`config.mk`:
```
export PLATFORM = sky130hd
export DESIGN_NAME = pill_dose_scheduler
export DESIGN_NICKNAME = d
export VERILOG_FILES = /design/src/rtl/pill_sched_pkg.sv /design/src/rtl/pill_channel.sv /design/src/rtl/pill_dose_scheduler.sv
export SDC_FILE = /design/constraint.sdc
export NUM_CORES = 1
export LEC_CHECK = 0
export CAP_MARGIN = 0
export CORE_MARGIN = 3
export CORE_UTILIZATION = 53
export CTS_CLUSTER_SIZE = 10
export DETAILED_ROUTE_END_ITERATION = 8
export PLACE_DENSITY = 0.88
export SYNTH_ARGS = -nofsm -noshare
export SYNTH_HDL_FRONTEND = slang
export SYNTH_HIERARCHICAL = 1
export SYNTH_SLANG_ARGS = --single-unit
```
`constraint.sdc`:
```
create_clock -name clk -period 5.9 [get_ports clk]
set_input_delay 1.475 -clock clk [delete_from_list [all_inputs] [get_ports clk]]
set_output_delay 1.475 -clock clk [all_outputs]
set_load 0.01 [all_outputs]
```
`src/rtl/pill_sched_pkg.sv`:
```
// Shared definitions for the pill dose scheduler.
//  - chanState_t : per-channel FSM state (IDLE, COUNTING, DUE)
//  - DEF_*       : default widths and grace window used by the top level
//  - idWidth()   : channel index width, never narrower than one bit
package pill_sched_pkg;

  typedef enum logic [1:0] {
    IDLE     = 2'd0,
    COUNTING = 2'd1,
    DUE      = 2'd2
  } chanState_t;

  localparam int DEF_NUM_PILLS = 3;
  localparam int DEF_TIME_W    = 17;
  localparam int DEF_GRACE_SEC = 900;
  localparam int DEF_MISS_W    = 8;

  // Index width for n channels; a single channel still needs a 1-bit id port.
  function automatic int idWidth(input int n);
    return (n <= 1) ? 1 : $clog2(n);
  endfunction

endpackage

```
`src/rtl/pill_channel.sv`:
```
// One pill channel: due/missed FSM, countdown, dose interval and a saturating
// miss counter.
// Ports:
//  clk, reset      clock, synchronous active-high reset
//  secondTick      one-cycle pulse per second
//  load            accepted (already validated) program request for this channel
//  loadInterval    dose interval in seconds (nonzero)
//  loadFirstDue    seconds until the first dose
//  taken           pill-taken strobe
//  dueLed          registered: channel is DUE
//  missPulse       registered one-cycle pulse when a dose is missed
//  missCount       registered saturating miss count
//  counting        channel is COUNTING (feeds the next-pill selector)
//  countdown       current countdown value
module pill_channel
  import pill_sched_pkg::*;
#(
  parameter int TIME_W    = DEF_TIME_W,
  parameter int GRACE_SEC = DEF_GRACE_SEC,
  parameter int MISS_W    = DEF_MISS_W
) (
  input  logic              clk,
  input  logic              reset,
  input  logic              secondTick,
  input  logic              load,
  input  logic [TIME_W-1:0] loadInterval,
  input  logic [TIME_W-1:0] loadFirstDue,
  input  logic              taken,
  output logic              dueLed,
  output logic              missPulse,
  output logic [MISS_W-1:0] missCount,
  output logic              counting,
  output logic [TIME_W-1:0] countdown
);

  localparam logic [TIME_W-1:0] GRACE_INIT = TIME_W'(GRACE_SEC);
  localparam logic [TIME_W-1:0] ONE_SEC    = TIME_W'(1);
  localparam logic [MISS_W-1:0] MISS_MAX   = {MISS_W{1'b1}};

  chanState_t        state_r;
  logic [TIME_W-1:0] countdown_r;
  logic [TIME_W-1:0] interval_r;
  logic [MISS_W-1:0] missCount_r;
  logic              missPulse_r;
  logic              dueLed_r;

  // Channel FSM. Priority within one cycle: reset > load > taken > secondTick.
  // dueLed_r is written alongside every DUE entry/exit so the LED is a flop.
  always_ff @(posedge clk) begin
    if (reset) begin
      state_r     <= IDLE;
      countdown_r <= '0;
      interval_r  <= '0;
      missCount_r <= '0;
      missPulse_r <= 1'b0;
      dueLed_r    <= 1'b0;
    end else begin
      missPulse_r <= 1'b0;
      if (load) begin
        // Reprogramming from any state restarts the countdown; misses are kept.
        state_r     <= COUNTING;
        countdown_r <= loadFirstDue;
        interval_r  <= loadInterval;
        dueLed_r    <= 1'b0;
      end else begin
        case (state_r)
          IDLE: begin
            state_r <= IDLE;
          end
          COUNTING: begin
            // Early doses are ignored here; only the tick moves the channel on.
            if (secondTick) begin
              if (countdown_r == '0) begin
                state_r     <= DUE;
                countdown_r <= GRACE_INIT;
                dueLed_r    <= 1'b1;
              end else begin
                countdown_r <= countdown_r - ONE_SEC;
              end
            end
          end
          DUE: begin
            if (taken) begin
              // Countdown restarts from interval-1 because the current second
              // is already part of the new interval.
              state_r     <= COUNTING;
              countdown_r <= interval_r - ONE_SEC;
              dueLed_r    <= 1'b0;
            end else if (secondTick) begin
              if (countdown_r == '0) begin
                state_r     <= COUNTING;
                countdown_r <= interval_r - ONE_SEC;
                dueLed_r    <= 1'b0;
                missPulse_r <= 1'b1;
                if (missCount_r != MISS_MAX) begin
                  missCount_r <= missCount_r + MISS_W'(1);
                end
              end else begin
                countdown_r <= countdown_r - ONE_SEC;
              end
            end
          end
          default: begin
            state_r     <= IDLE;
            countdown_r <= '0;
            dueLed_r    <= 1'b0;
          end
        endcase
      end
    end
  end

  assign dueLed    = dueLed_r;
  assign missPulse = missPulse_r;
  assign missCount = missCount_r;
  assign counting  = (state_r == COUNTING);
  assign countdown = countdown_r;

endmodule

```
`src/rtl/pill_dose_scheduler.sv`:
```
// N-channel pill dose scheduler: load decode and validation, per-channel FSMs
// and a registered "next pill" selector (smallest countdown among COUNTING
// channels, ties to the lowest index).
// Ports:
//  clk, reset                 clock, synchronous active-high reset
//  secondTick                 one-cycle pulse per second
//  loadValid/loadId/loadInterval/loadFirstDue  program one channel
//  loadError                  one-cycle pulse when a load is rejected
//  takenPulse                 per-channel pill-taken strobes
//  dueLEDs, missPulse         per-channel DUE flag and miss pulse
//  missCounts                 flat miss counters, channel i at [i*MISS_W +: MISS_W]
//  nextValid/nextPillId/nextPillSec  next dose to come
module pill_dose_scheduler
  import pill_sched_pkg::*;
#(
  parameter int NUM_PILLS = DEF_NUM_PILLS,
  parameter int TIME_W    = DEF_TIME_W,
  parameter int GRACE_SEC = DEF_GRACE_SEC,
  parameter int MISS_W    = DEF_MISS_W,
  parameter int ID_W      = idWidth(NUM_PILLS)
) (
  input  logic                        clk,
  input  logic                        reset,
  input  logic                        secondTick,
  input  logic                        loadValid,
  input  logic [ID_W-1:0]             loadId,
  input  logic [TIME_W-1:0]           loadInterval,
  input  logic [TIME_W-1:0]           loadFirstDue,
  output logic                        loadError,
  input  logic [NUM_PILLS-1:0]        takenPulse,
  output logic [NUM_PILLS-1:0]        dueLEDs,
  output logic [NUM_PILLS-1:0]        missPulse,
  output logic [NUM_PILLS*MISS_W-1:0] missCounts,
  output logic                        nextValid,
  output logic [ID_W-1:0]             nextPillId,
  output logic [TIME_W-1:0]           nextPillSec
);

  logic                 loadOk_s;
  logic [NUM_PILLS-1:0] chanLoad_s;
  logic [NUM_PILLS-1:0] chanCounting_s;
  logic [TIME_W-1:0]    chanCountdown_s [NUM_PILLS];

  logic                 bestValid_s;
  logic [ID_W-1:0]      bestId_s;
  logic [TIME_W-1:0]    bestSec_s;

  logic                 loadError_r;
  logic                 nextValid_r;
  logic [ID_W-1:0]      nextPillId_r;
  logic [TIME_W-1:0]    nextPillSec_r;

  // Zero interval or an out-of-range id would leave a channel unusable.
  // The id is widened by one bit so NUM_PILLS itself is representable.
  assign loadOk_s = loadValid
                    && (loadInterval != '0)
                    && ({1'b0, loadId} < (ID_W + 1)'(NUM_PILLS));

  for (genvar g = 0; g < NUM_PILLS; g++) begin : gChan
    assign chanLoad_s[g] = loadOk_s && (loadId == ID_W'(g));

    pill_channel #(
      .TIME_W    (TIME_W),
      .GRACE_SEC (GRACE_SEC),
      .MISS_W    (MISS_W)
    ) uChan (
      .clk          (clk),
      .reset        (reset),
      .secondTick   (secondTick),
      .load         (chanLoad_s[g]),
      .loadInterval (loadInterval),
      .loadFirstDue (loadFirstDue),
      .taken        (takenPulse[g]),
      .dueLed       (dueLEDs[g]),
      .missPulse    (missPulse[g]),
      .missCount    (missCounts[g*MISS_W +: MISS_W]),
      .counting     (chanCounting_s[g]),
      .countdown    (chanCountdown_s[g])
    );
  end

  // Min-reduction over COUNTING channels; strict '<' keeps the lowest index on ties.
  always_comb begin
    bestValid_s = 1'b0;
    bestId_s    = '0;
    bestSec_s   = '0;
    for (int i = 0; i < NUM_PILLS; i++) begin
      if (chanCounting_s[i] && (!bestValid_s || (chanCountdown_s[i] < bestSec_s))) begin
        bestValid_s = 1'b1;
        bestId_s    = ID_W'(i);
        bestSec_s   = chanCountdown_s[i];
      end else begin
        bestValid_s = bestValid_s;
      end
    end
  end

  // Registered load-error pulse and next-pill outputs.
  always_ff @(posedge clk) begin
    if (reset) begin
      loadError_r   <= 1'b0;
      nextValid_r   <= 1'b0;
      nextPillId_r  <= '0;
      nextPillSec_r <= '0;
    end else begin
      loadError_r   <= loadValid && !loadOk_s;
      nextValid_r   <= bestValid_s;
      nextPillId_r  <= bestId_s;
      nextPillSec_r <= bestSec_s;
    end
  end

  assign loadError   = loadError_r;
  assign nextValid   = nextValid_r;
  assign nextPillId  = nextPillId_r;
  assign nextPillSec = nextPillSec_r;

endmodule

```
# Word-level counts from Yosys, hierarchy flattened
# Index checks and enable logic that the tools add are counted.
[word_totals] register_bits=159 inputBits=43 output_inout_bits=51
[classes] add_sub_neg=9 n_lt_le_gt_ge=3 eq_ne=38 mux=71 bitwise_logic=13 reduce_logical=43
[ops] operator="$mux W17" n=21
[ops] operator="$pmux W17 S3" n=3
[ops] operator="$sub A17 B1 Y17 const B" n=6
[ops] operator="$logic_not A17 Y1" n=3
[ops] operator="$lt A17 B17 Y1" n=2
[ops] operator="$mux W2" n=16
[ops] operator="$ne A3 B2 Y1 const B" n=9
[ops] operator="$mux W1" n=25
[ops] operator="$add A8 B1 Y8 const B" n=3
[ops] operator="$ne A8 B8 Y1 const B" n=3
[ops] operator="$reduce_and A4 Y1" n=6
[ops] operator="$reduce_and A6 Y1" n=3
[ops] operator="$reduce_bool A17 Y1" n=1
[ops] operator="$reduce_and A5 Y1" n=3
[ops] operator="$reduce_or A5 Y1" n=3
[ops] operator="$not A1 Y1" n=13
[ops] operator="$ne A2 B2 Y1 const B" n=6
[ops] operator="$ne A4 B2 Y1 const B" n=3
[ops] operator="$ne A4 B3 Y1 const B" n=3
[ops] operator="$pmux W2 S2" n=3
[ops] operator="$ne A3 B3 Y1 const B" n=3
[ops] operator="$pmux W1 S3" n=3
[ops] operator="$reduce_and A3 Y1" n=3
[ops] operator="$eq A2 B1 Y1 const B" n=4
[ops] operator="other kinds (8)" n=29

# Logic depth before layout (Yosys ltp)
[logic_depth] ltp_word=10 depth_mapped=21 depth_no_buf=17

# Hierarchy
# The synthesis kept the hierarchy.
[by_module_without_submodules] module="pill_channel (gChan[0].uChan ...)" instances=2 cells_per_inst=348 area_each_um2=2816.5 seq_area_each_um2=920.9
[by_module_without_submodules] module="pill_channel (gChan[2].uChan)" instances=1 cells_per_inst=327 area_each_um2=2803.9 seq_area_each_um2=920.9
[by_module_without_submodules] module="pill_dose_scheduler" instances=1 cells_per_inst=238 area_each_um2=2000.7 seq_area_each_um2=420.4

# Worst setup path after synthesis
# OpenSTA, ideal clock, no wires.
[synth_path] kind="register to register" start="register gChan[0].uChan.state_r[1]" end="register nextPillSec_r[10] (netlist: nextPillSec[10])" arrival_ns=5.389 required_time_ns=5.779 slack_ns=0.391 stages_incl_launch_ff=22 path_buffers=4 synth_period_minus_slack_ns=5.509 cell_sequence="dfxtp_1 > inv_1 > ha_1 > clkbuf_1 > buf_1 > nand2_1 > ha_1 > nand4_1 > or3_1 > a2111o_1 > a32oi_4 > buf_2 > mux2_2 > ha_1 > nand3_1 > a21oi_1 > o221ai_1 > a32oi_1 > nor2_1 > a211oi_4 > buf_6 > mux2_2"
[synth_between] elab_chain_cells=10 word_cells_on_any_way=14 cone_classes="order compare (2); eq/ne (1); mux (5); reduce/logical (6)"
[synth_rtl] item="from (decl)" line_no="pill_channel.sv:40" source="chanState_t state_r;"
[synth_rtl] item="from (signal assigned)" line_no="pill_channel.sv:51" source="state_r <= IDLE;"
[synth_rtl] item="from (signal assigned)" line_no="pill_channel.sv:61" source="state_r <= COUNTING;"
[synth_rtl] item="from (signal assigned)" line_no="pill_channel.sv:68" source="state_r <= IDLE;"
[synth_rtl] item="$eq A2 B1 Y1 *" line_no="pill_channel.sv:116" source="assign counting = (state_r == COUNTING);"
[synth_rtl] item="named net chanCounting_s[0]" line_no="pill_dose_scheduler.sv:41" source="logic [NUM_PILLS-1:0] chanCounting_s;"
[synth_rtl] item="$mux W17 or $mux W1 (tied branches)" line_no="pill_dose_scheduler.sv:88" source="if (chanCounting_s[i] && (!bestValid_s || (chanCountdown_s[i] < bestSec_s))) begin"
[synth_rtl] item="$lt A17 B17 Y1 or $logic_not A1 Y1 (tied branches)" line_no="pill_dose_scheduler.sv:88"
[synth_rtl] item="$logic_or A1 B1 Y1" line_no="pill_dose_scheduler.sv:88"
[synth_rtl] item="$logic_and A1 B1 Y1" line_no="pill_dose_scheduler.sv:88"
[synth_rtl] item="$mux W17 or $mux W1 (tied branches)" line_no="pill_dose_scheduler.sv:88"
[synth_rtl] item="$lt A17 B17 Y1 or $logic_not A1 Y1 (tied branches)" line_no="pill_dose_scheduler.sv:88"
[synth_rtl] item="$logic_or A1 B1 Y1" line_no="pill_dose_scheduler.sv:88"
[synth_rtl] item="$logic_and A1 B1 Y1" line_no="pill_dose_scheduler.sv:88"
[synth_rtl] item="$mux W17 *" line_no="pill_dose_scheduler.sv:88"
[synth_rtl] item="to (signal assigned)" line_no="pill_dose_scheduler.sv:109" source="nextPillSec_r <= bestSec_s;"
[synth_rtl] item="to (decl)" line_no="pill_dose_scheduler.sv:51" source="logic [TIME_W-1:0] nextPillSec_r;"
# Mark *: on every way through the listed nets, which the timed path passes. The rest lies on a longest branch.
# A chain may end at the register's enable or synchronous reset.

# Worst setup path in the final report
[layout_path] start="register gChan[0].uChan.state_r[1]" end="register nextPillSec_r[4] (netlist: nextPillSec[4])"
# Same word-level chain as after synthesis.

==> run summary <==
The run finished with clean final reports. The post-detailed-routing wire length came out at 32300 um. The run gives 77 as the number of distinct library cell variants in the gate-level netlist after synthesis.

The most used flip-flop cell after synthesis is dfxtp_1. The boundary pin count is 94. After floorplanning, the core was divided into 50 placement rows. For the worst flop-to-flop path, the logic depth is 19. Once placement finished, the instance area stood at 11500 sq um. The worst slew margin relative to its limit was 38.3%.

Setup violations remaining at the end of the flow were counted as 0. For this run, the total global-route usage over all layers was measured as 29.1%. The die footprint is 21400 sq um. Setup repair after global routing left no endpoint under its margin.

Worst hold path cell count: 2. After the first detailed-routing iteration, the DRC count stood at 1169. The pre-CTS setup slack was 580 ps. The first-pass GRT wire length was 50600 um; the layout-stage area growth over the synthesis result was 16.3%. The total nets after synthesis is 1360.

For the hold-fix buffer count after cts, the log shows 0. The number of warnings printed during yosys synthesis is 6. The clock reaches the later pin of the worst-skew pair after 420 ps. The logs give 0 for the count of antenna diodes in the layout and 0 for the number of post-CTS setup repair buffers.

For the post-CTS resize count, the log shows 0. The multi-input combinational cells in the finished layout cover a total of 6810 sq um. Counting along the longest clock path gives a buffer depth of 2. The clock network burns 39.0% of the power. For the combinational share of power, the log shows 21.4%. Data arrives at the worst endpoint at 5690 ps.

In the final layout, flip-flops and latches occupy 3180 sq um. For this run, the top clock speed supported by timing is 186 MHz. The run gives 159 as the count of clock tree sinks. The most used standard cell by instance count after synthesis was dfxtp_1.

Of the post-synthesis cell area, the dominant cell type holds 30.5%. The logs give 10400 sq um for the cell area after synthesis and 4.60 nW for the static leakage. Number of global-route vias before repair: 9543.

By area the synthesized netlist is led by dfxtp_1, ha_1, mux2i_1. Of the total power, the share spent switching nets is 30.6%. STA puts the critical path data required time at 6210 ps. In the final timing run, aggregate negative setup slack is 0 ps. The post-synthesis async set-or-reset flop share is 0%. The critical path is of the flip-flop to flip-flop type.

The logs give 1261 for the number of standard cells after synthesis and 9.91 ps for the worst-case clock skew. TritonCTS built the clock tree. After legalization and detailed placement, the total HPWL measured 23700 um. The initial utilization of the core area, before any placement, comes to 54.9%. For the final count of hold timing violations, the log shows 0.

After synthesis, flip-flops and latches occupy 30.5% of the total area. The synthesized design contains 159 register bits. Number of max-cap violations: 0. Worst-path cell with the longest stage delay: a32oi_4. Before antenna repair, the detailed router went through 7 iterations. Buffers inserted during clock tree synthesis total 17. Clock transition at the register clock pins on the worst setup and hold paths after CTS: 70 ps.

From bottom edge to top edge, the die measures 146 um. Dividing the detail-routed via count by the number of cells gives 6.33. For the initial antenna violation count, the log shows 1.

The area of the core came out at 19000 sq um. The count of port buffers added during placement came out at 93. The worst setup path is captured at a flip-flop. The H-tree generated during clock tree synthesis spans 4 levels. The part of the power in registers is 39.6%.

The net count of the finished layout came out at 1429. After layout, the worst setup slack is 520 ps. Dividing the detail-routed wire length by the instance count gives 20.2 um. The cell type with the highest aggregate area in the netlist was dfxtp_1. In the routed design, unresolved DRC markers number 0. For this design the ratio of total power to cell area is 239 nW/um^2.

For this block, the via count after detailed routing is 10100. Once detail routing completed, the nets flagged for antenna violations numbered 0. The fraction of the cycle the final worst path needs came out at 91.2%. For the number of inserted filler cells in the final layout, the log shows 1619. The most used cell along the critical path was ha_1.

From left edge to right edge, the die measures 146 um. Yosys mapped a number of flops with a built-in enable equal to 0. Entering global routing, the biggest net connects 80 pins. The path class of the tightest hold or removal check is flip-flop to flip-flop. The maximum net fanout on the critical path is 18, and the reported net switching power is 0.000888 W.

For this run the aggregate overflow at the end of global routing stands at 0. Traced cell by cell, the critical path runs through inv_1 > ha_1 > nand2_1 > ha_1 > nand4_1 > or3_1 > a2111o_1 > a32oi_4 > buf_4 > mux2_2 > ha_1 > nand4_1 > nor2_1 > o221ai_1 > a32oi_1 > nor2_1 > a211oi_4 > buf_4 > mux2_2. At the pin with the least slew margin, the transition time is 926 ps.

The post-layout minimum cycle time was 5380 ps; the weighted congestion at the end of routability-driven global placement was 1.03. Sorting the synthesized cells by how often they occur yields dfxtp_1, nor2_1, nand2_1. Critical path's largest stage delay: 460 ps.

STA classifies the critical path startpoint as a flip-flop. Clock tree synthesis selected as its root buffer the cell clkbuf_16. Cells with a size suffix above 1 make up 8.86% of the layout.

IR analysis of the VDD net gives a maximum drop of 202 uV. After synthesis, the mean cell area works out to 8.28 sq um. The area of all placed cells without fillers is 12100 sq um, and the max-slew violation count is 0. The total internal power was 0.00202 W.
[per-stage QoR]
stage | total power (W) | util [%] | hold slack, ps | std cells
2_1_floorplan | 0.00158 | - | 475 | 1261
3_3_place_gp | 0.00175 | 60.7 | 489 | 1571
3_5_place_dp | 0.00176 | 60.7 | 507 | 1571
4_1_cts | 0.00289 | 63.8 | 514 | 1603
5_1_grt | 0.00300 | 63.8 | 531 | 1603
6_report | 0.00290 | 63.8 | 508 | 1603
[cells by family after synthesis]
logic type      count (synthesis)  share of synthesized area, %
mux                            97                          9.69
compound gates                236                          15.7
fa+ha+maj                      56                          6.71
xor+xnor                       91                          7.64
simple gates                  515                          25.3
buf+inv                       107                          4.47
flops                         159                          30.5
[placed cells by master, fill, tap and decap left out, types with 6 or more instances in the layout]
master and n:
a21o_1 14, a21oi_1 40, a22o_1 10, a22oi_1 22, a31oi_1 12, and2_1 8
and3_1 11, and4_1 6, buf_4 16, clkbuf_16 17, clkdlybuf4s50_1 92, clkinvlp_4 6
dfxtp_1 159, ha_1 56, inv_1 49, mux2_2 32, mux2i_1 65, nand2_1 109
nand2b_1 10, nand3_1 33, nand4_1 19, nor2_1 158, nor2b_1 25, nor3_1 33
nor4_1 28, o211ai_1 7, o21ai_0 33, o21ai_1 9, o221ai_1 7, o22ai_1 32
or2_2 8, or3_1 14, or4_1 10, or4_4 6, xnor2_1 37, xor2_1 54
[power groups by stage]
stage	clock (W)	sequential, W	combinational (W)
floorplan	0	0.00115	0.000431
global placement	0	0.00117	0.000581
detailed placement	0	0.00117	0.000592
CTS	0.00114	0.00115	0.000600
global route	0.00118	0.00115	0.000663
finish	0.00113	0.00115	0.000621
[metal layers]
metal,up-vias,part of all wire [%],GRT usage [%]
li1,4706,-,-
met1,4735,40,37.8
met2,586,45,46.7
met3,111,10,6.70
met4,2,4.1,12.0
met5,-,0.034,0
[registers in the layout, indices dropped and copies added, names as in the netlist]
signal	cells
gChan.uChan/interval_r	51
nextValid	1
gChan.uChan/state_r	6
gChan.uChan/countdown	51
gChan.uChan/missCount	24
nextPillId	2
gChan.uChan/dueLed	3
nextPillSec	17
gChan.uChan/missPulse	3
loadError	1
[area by class of cell]
class,instances,area share [%]
clock inverters,13,1.34
repair buffers,108,8.58
well taps,260,2.68
inverters,49,1.52
multi-input cells,995,56.1
flip-flops and latches,159,26.2
clock buffers,19,3.57
[path summary, 6_finish.rpt]
kind	start	to	slack, ps
min	gChan[2].uChan/missCount[5]$_SDFFE_PP0P_	gChan[2].uChan/missCount[5]$_SDFFE_PP0P_	510
min reg2reg	gChan[2].uChan/missCount[5]$_SDFFE_PP0P_	gChan[2].uChan/missCount[5]$_SDFFE_PP0P_	510
max	gChan[0].uChan/state_r[1]$_SDFFE_PP0P_	nextPillSec[4]$_SDFF_PP0_	520
max reg2reg	gChan[0].uChan/state_r[1]$_SDFFE_PP0P_	nextPillSec[4]$_SDFF_PP0_	520
[critical path, delay by kind of cell (launching register included)]
kind,cells,cell delay (ps)
and+or+nand+nor,6,1070
muxes,2,750
buffers and inverters,3,650
DFF,1,340
AOI/OAI and AO/OA,5,1470
adders and majority gates,3,980
Power figures use the tool's default switching activity.
